`config.mk`:
```
export PLATFORM = sky130hd
export DESIGN_NAME = v68k_bus_controller
export DESIGN_NICKNAME = d
export VERILOG_FILES = /design/src/rtl/v68k_bus_pkg.sv /design/src/rtl/v68k_bus_controller_timeout.sv /design/src/rtl/v68k_bus_controller.sv
export SDC_FILE = /design/constraint.sdc
export NUM_CORES = 1
export LEC_CHECK = 0
export ABC_CLOCK_PERIOD_IN_PS = 3400
export CORE_ASPECT_RATIO = 1.1
export CORE_MARGIN = 5
export CORE_UTILIZATION = 35
export CTS_CLUSTER_DIAMETER = 200
export DETAILED_ROUTE_END_ITERATION = 7
export GPL_ROUTABILITY_DRIVEN = 1
export HOLD_SLACK_MARGIN = 0.15
export PLACE_DENSITY_LB_ADDON = 0.25
export SLEW_MARGIN = 10
export SYNTH_ARGS = -nofsm -noshare
export SYNTH_HDL_FRONTEND = slang
export SYNTH_HIERARCHICAL = 1
export SYNTH_SLANG_ARGS = --single-unit
```
`constraint.sdc`:
```
create_clock -name CLK -period 3.4 [get_ports CLK]
set_input_delay 0.34 -clock CLK [delete_from_list [all_inputs] [get_ports CLK]]
set_output_delay 0.34 -clock CLK [all_outputs]
set_load 0.005 [all_outputs]
```
`src/rtl/v68k_bus_pkg.sv`:
```
// v68k_bus_pkg: shared size/status codes, FSM states and default DTACK timeout.
package v68k_bus_pkg;
  localparam int DEF_TIMEOUT_CYCLES = 64;
  typedef enum logic [1:0] {SZ_BYTE = 2'd0, SZ_WORD = 2'd1, SZ_LONG = 2'd2} size_e;
  typedef enum logic [1:0] {ST_OK = 2'd0, ST_BUS_ERR = 2'd1, ST_ADDR_ERR = 2'd2} status_e;
  typedef enum logic [2:0] {S_IDLE, S_ADDR, S_STROBE, S_WAIT, S_TERM} state_e;
  function automatic size_e norm_size(input logic [1:0] s);
    return s == 2'd3 ? SZ_WORD : size_e'(s);
  endfunction
endpackage

```
`src/rtl/v68k_bus_controller_timeout.sv`:
```
// bus_timeout_counter: reloadable down-counter flagging the last permitted WAIT cycle.
module bus_timeout_counter #(
  parameter int N = 64
) (
  input  logic CLK,
  input  logic RESET,
  input  logic clr,
  input  logic en,
  output logic expired
);
  localparam int W = $clog2(N + 1);
  logic [W-1:0] cnt;
  always_ff @(posedge CLK)
    if (RESET) cnt <= '0;
    else if (clr) cnt <= W'(N - 1);
    else if (en && cnt != '0) cnt <= cnt - W'(1);
  assign expired = en && cnt == '0;
endmodule

```
`src/rtl/v68k_bus_controller.sv`:
```
// v68k_bus_controller: runs byte/word/long core requests as 68000-style AS/UDS/LDS/DTACK bus cycles.
module v68k_bus_controller
  import v68k_bus_pkg::*;
#(
  parameter int TIMEOUT_CYCLES = DEF_TIMEOUT_CYCLES
) (
  input  logic        CLK,
  input  logic        RESET,
  input  logic        req,
  output logic        req_ready,
  input  logic        req_rw,
  input  logic [1:0]  req_size,
  input  logic [23:0] req_addr,
  input  logic [2:0]  req_fc,
  input  logic [31:0] req_wdata,
  output logic        done,
  output logic [1:0]  status,
  output logic [31:0] rdata,
  output logic [22:0] A,
  output logic        AS,
  output logic        UDS,
  output logic        LDS,
  output logic        RW,
  input  logic [15:0] D_in,
  output logic [15:0] D_out,
  output logic        D_oe,
  input  logic        DTACK,
  input  logic        BERR,
  input  logic        HALT,
  output logic [2:0]  FC
);
  state_e state, ns;
  status_e st_n;
  size_e lat_sz, sz_n;
  logic lat_rw, rw_l_n, lat_a0, a0_n, first, first_n, cont, cont_n, acc, expired, bus, ds;
  logic as_n, uds_n, lds_n, rw_n, doe_n, done_n;
  logic [15:0] wdata, wdata_n, dout_n;
  logic [22:0] a_n;
  logic [2:0] fc_n;
  logic [31:0] rdata_n;
  logic [1:0] status_n;

  assign req_ready = state == S_IDLE && !HALT && !RESET;
  assign acc = req && req_ready;
  assign st_n = state == S_IDLE ? ST_ADDR_ERR : (BERR || !DTACK) ? ST_BUS_ERR : ST_OK;

  bus_timeout_counter #(.N(TIMEOUT_CYCLES)) u_timeout (
    .CLK(CLK), .RESET(RESET), .clr(state == S_STROBE), .en(state == S_WAIT), .expired(expired)
  );

  always_ff @(posedge CLK)
    if (RESET) begin
      state <= S_IDLE;
      lat_rw <= 1'b1;
      lat_sz <= SZ_BYTE;
      lat_a0 <= 1'b0;
      first <= 1'b0;
      cont <= 1'b0;
      wdata <= '0;
      A <= '0;
      FC <= '0;
      D_out <= '0;
      AS <= 1'b0;
      UDS <= 1'b0;
      LDS <= 1'b0;
      RW <= 1'b1;
      D_oe <= 1'b0;
      done <= 1'b0;
      status <= ST_OK;
      rdata <= '0;
    end else begin
      state <= ns;
      lat_rw <= rw_l_n;
      lat_sz <= sz_n;
      lat_a0 <= a0_n;
      first <= first_n;
      cont <= cont_n;
      wdata <= wdata_n;
      A <= a_n;
      FC <= fc_n;
      D_out <= dout_n;
      AS <= as_n;
      UDS <= uds_n;
      LDS <= lds_n;
      RW <= rw_n;
      D_oe <= doe_n;
      done <= done_n;
      status <= status_n;
      rdata <= rdata_n;
    end

  always_comb begin
    ns = state;
    case (state)
      S_IDLE:   ns = !acc ? S_IDLE : (norm_size(req_size) != SZ_BYTE && req_addr[0]) ? S_TERM : S_ADDR;
      S_ADDR:   ns = S_STROBE;
      S_STROBE: ns = S_WAIT;
      S_WAIT:   ns = (BERR || DTACK || expired) ? S_TERM : S_WAIT;
      S_TERM:   ns = cont ? S_ADDR : S_IDLE;
      default:  ns = S_IDLE;
    endcase
  end

  // Output registers load from the next state so the pins line up with the state they belong to.
  always_comb begin
    rw_l_n = lat_rw;
    sz_n = lat_sz;
    a0_n = lat_a0;
    first_n = first;
    cont_n = cont;
    wdata_n = wdata;
    a_n = A;
    fc_n = FC;
    dout_n = D_out;
    rdata_n = rdata;
    status_n = status;
    done_n = 1'b0;
    if (acc) begin
      rw_l_n = req_rw;
      sz_n = norm_size(req_size);
      a0_n = req_addr[0];
      first_n = 1'b1;
      wdata_n = req_wdata[15:0];
      a_n = req_addr[23:1];
      fc_n = req_fc;
      rdata_n = '0;
      dout_n = sz_n == SZ_BYTE ? {2{req_wdata[7:0]}} : sz_n == SZ_LONG ? req_wdata[31:16] : req_wdata[15:0];
    end
    if (state == S_TERM && cont) begin
      a_n = A + 23'd1;
      first_n = 1'b0;
      dout_n = wdata;
    end
    if (ns == S_TERM) begin
      cont_n = state == S_WAIT && lat_sz == SZ_LONG && first && st_n == ST_OK;
      done_n = !cont_n;
      status_n = cont_n ? status : st_n;
    end
    if (state == S_WAIT && DTACK && !BERR && lat_rw)
      rdata_n = lat_sz == SZ_BYTE ? {24'd0, lat_a0 ? D_in[7:0] : D_in[15:8]} :
                (lat_sz == SZ_LONG && first) ? {D_in, rdata[15:0]} : {rdata[31:16], D_in};
    bus = (ns inside {S_ADDR, S_STROBE, S_WAIT}) || (ns == S_TERM && state == S_WAIT);
    as_n = ns inside {S_STROBE, S_WAIT};
    ds = rw_l_n ? as_n : ns == S_WAIT;
    uds_n = ds && (sz_n != SZ_BYTE || !a0_n);
    lds_n = ds && (sz_n != SZ_BYTE || a0_n);
    rw_n = bus ? rw_l_n : 1'b1;
    doe_n = bus && !rw_l_n;
  end
endmodule

```
==> impl_metrics.json <==
{
  "outcome": "complete, no violations",
  "wire_per_inst_um": 16.9,
  "syn_area_per_cell_um2": 8.84,
  "critical_path_class": "flip-flop to primary output",
  "netlist_instances": 583,
  "ctsHoldBuffers": 0,
  "grt_pass1_wl_um": 25900,
  "die_area_um2": 17300,
  "relSlewSlack_pct": 32.2,
  "clk_path_buf_depth": 2,
  "yosysWarnings": 6,
  "h-tree-depth": 4,
  "drv_slew": 0,
  "nets": 829,
  "drive_gt1_share_pct": 8.08,
  "portBuffers": 166,
  "yosysUniqueCellTypes": 74,
  "synth_area_um2": 5150,
  "tns_ns": 0,
  "reg2regPathDepth": 4,
  "finalSetupViolCount": 0,
  "drt-vias-per-instance": 5.49,
  "first_pass_iters": 5,
  "finalClockSkew_ns": 0.00851,
  "hp-class": "input port to flip-flop",
  "cp.required_ns": 3.06,
  "ys_ff_latch": 114,
  "finalHoldViolCount": 0,
  "antenna_cells": 0,
  "clock_latency_ns": 0.41,
  "routed_wl_um": 16000,
  "drt_iter0_drc": 374,
  "synth_edf_count": 0,
  "ios": 167,
  "grt_util_all_layers_pct": 18.4,
  "cts_setup_buffers": 0,
  "core_area_um2": 14400,
  "place_congestion": 0.805,
  "fin_cells": 947,
  "r2r_slack_ns": 1.05,
  "synth_nets": 670,
  "min_from": "RESET",
  "fin_ws_ns": 1.02,
  "cts-root-buf": "clkbuf_16",
  "critPathLaunchType": "flip-flop",
  "fmax_mhz": 421,
  "fin_util_pct": 52.1,
  "grt_setup_unrepaired": "false",
  "die_height_um": 137,
  "grt-ovfl-total": 0,
  "place_hpwl_um": 11600,
  "ys.flop_type": "dfxtp_1",
  "clk_pin_slew_worst_paths_ns": 0.06,
  "dp.cells": 915,
  "cts.repair.resized": 0,
  "crit_fanout": 8,
  "cts_buffers": 17,
  "async_flop_share_pct": 0,
  "antenna_left": 0,
  "cts_sinks": 114,
  "first_global_vias": 5042,
  "vdd_drop_max_uv": 282,
  "r2r-start": "state[1]",
  "whs_endpoint": "A[7]",
  "place_ws_ns": 0.957,
  "leakagePower_nw": 2.69,
  "endpoint_kind": "primary output",
  "seq_area_frac_synth_pct": 44.3,
  "row_count": 46,
  "antenna_found_initial": 0,
  "worstPathArrival_ns": 2.04,
  "cts_tree": "done",
  "area_growth_pct": 46.1,
  "timing.rr.end": "A[17]",
  "min_period_ns": 2.38,
  "drv_cap": 0,
  "chipWidth_um": 126,
  "period_share_pct": 69.9,
  "fin_area_um2": 7530,
  "vias": 5202,
  "hold_depth": 2,
  "start_util_pct": 35.7,
  "place_area_um2": 6960,
  "drc": 0,
  "grt_max_degree": 45,
  "powerDensity_nw_per_um2": 465,
  "tightestPinTransition_ns": 1.02
}
## per-layer routing
metal | vias up | share of wire, % | global-route usage [%]
li1 | 2502 | - | -
met1 | 2456 | 45 | 23.6
met2 | 224 | 46 | 29.9
met3 | 20 | 8.1 | 5.08
met4 | 0 | 1.4 | 6.93
met5 | - | 0 | 0
## power by group
part,leakage (nW),internal (mW),switching (mW)
Clock,0.273,1.08,0.636
Sequential,0.923,1.38,0.0362
Combinational,1.50,0.202,0.179
## worst max path at each step
stage	startpoint	end	slack (ns)	cells after the start
4_1_cts	state[2]	req_ready	0.99	3
2_1_floorplan	u_timeout/cnt[0]	status[0]	1.40	7
3_5_place_dp	HALT	A[21]	0.96	6
6_report	state[2]	req_ready	1.02	3
3_3_place_gp	HALT	A[21]	1.00	6
5_1_grt	state[2]	req_ready	0.88	3
## sequential cells by signal (all words and copies together) (netlist names), 2 cells and up
register,flops
state,3
D_out,16
u_timeout/cnt,7
rdata,32
status,2
FC,3
lat_sz,2
A,23
wdata,16
## metrics by stage
stage	hold slack [ns]	power [mW]
after CTS	0.299	3.54
after detailed placement	0.450	1.82
after global routing	0.342	3.65
final	0.309	3.51
after floorplan	0.409	1.61
after global placement	0.436	1.81
## worst max-delay path, cell delays in order (launching register included)
cell	delay (ns)
dfxtp_1	0.36
or3_1	0.55
nor3_1	0.19
clkdlybuf4s50_1	0.53
## cell type report
cell class / instances / area, um^2
inverter: 11 / 41.3
multi-input combinational: 418 / 2640
clock buffer: 19 / 433
fill: 1324 / 6910
clock inverter: 13 / 138
sequential: 114 / 2280
tap: 192 / 240
timing repair buffer: 180 / 1760
## placed cells by master (no fill, tap or decap), types with 4 or more instances in the layout
master,instances
clkdlybuf4s50_1,165
dfxtp_1,114
nand2_1,78
a21oi_1,50
nor2_1,34
a22o_1,24
o21ai_0,21
mux2i_1,19
clkbuf_16,17
a22oi_1,16
buf_4,14
nor3_1,13
nand3_1,12
inv_1,11
or3_1,10
a31oi_1,10
and3_1,8
a211oi_1,8
a2111oi_1,8
o2bb2ai_1,7
nand4_1,6
nor3b_1,5
nor2b_1,5
and4_1,5
nor4_1,5
o211ai_1,5
a32oi_1,4
clkinv_2,4
## cell usage after synthesis, types with 4 or more instances
library cell	instances	area (um^2)
nor4_1	5	31.3
nor2b_1	5	31.3
nand4_1	6	37.5
buf_4	5	37.5
buf_2	13	65.1
nand3_1	12	60.1
mux2i_1	19	190
a22o_1	24	210
clkbuf_1	18	67.6
nand2_1	78	293
a211oi_1	8	60.1
o21ai_0	21	105
inv_1	11	41.3
or3_1	10	62.6
a22oi_1	16	120
nor2_1	34	128
o2bb2ai_1	7	61.3
and4_1	5	43.8
nor3b_1	5	37.5
o211ai_1	5	37.5
a2111oi_1	8	80.1
dfxtp_1	114	2280
a21oi_1	50	250
a31oi_1	10	62.6
nor3_1	13	65.1
and3_1	8	50.1
a32oi_1	4	35.0
## cells by family after synthesis
family | share of synthesized area, %
AOI/OAI and AO/OA | 26.0
adders and majority gates | 0.728
buffers and inverters | 4.56
DFF | 44.3
muxes | 4.13
and+or+nand+nor | 20.3
(Power assumes the default switching activity.)
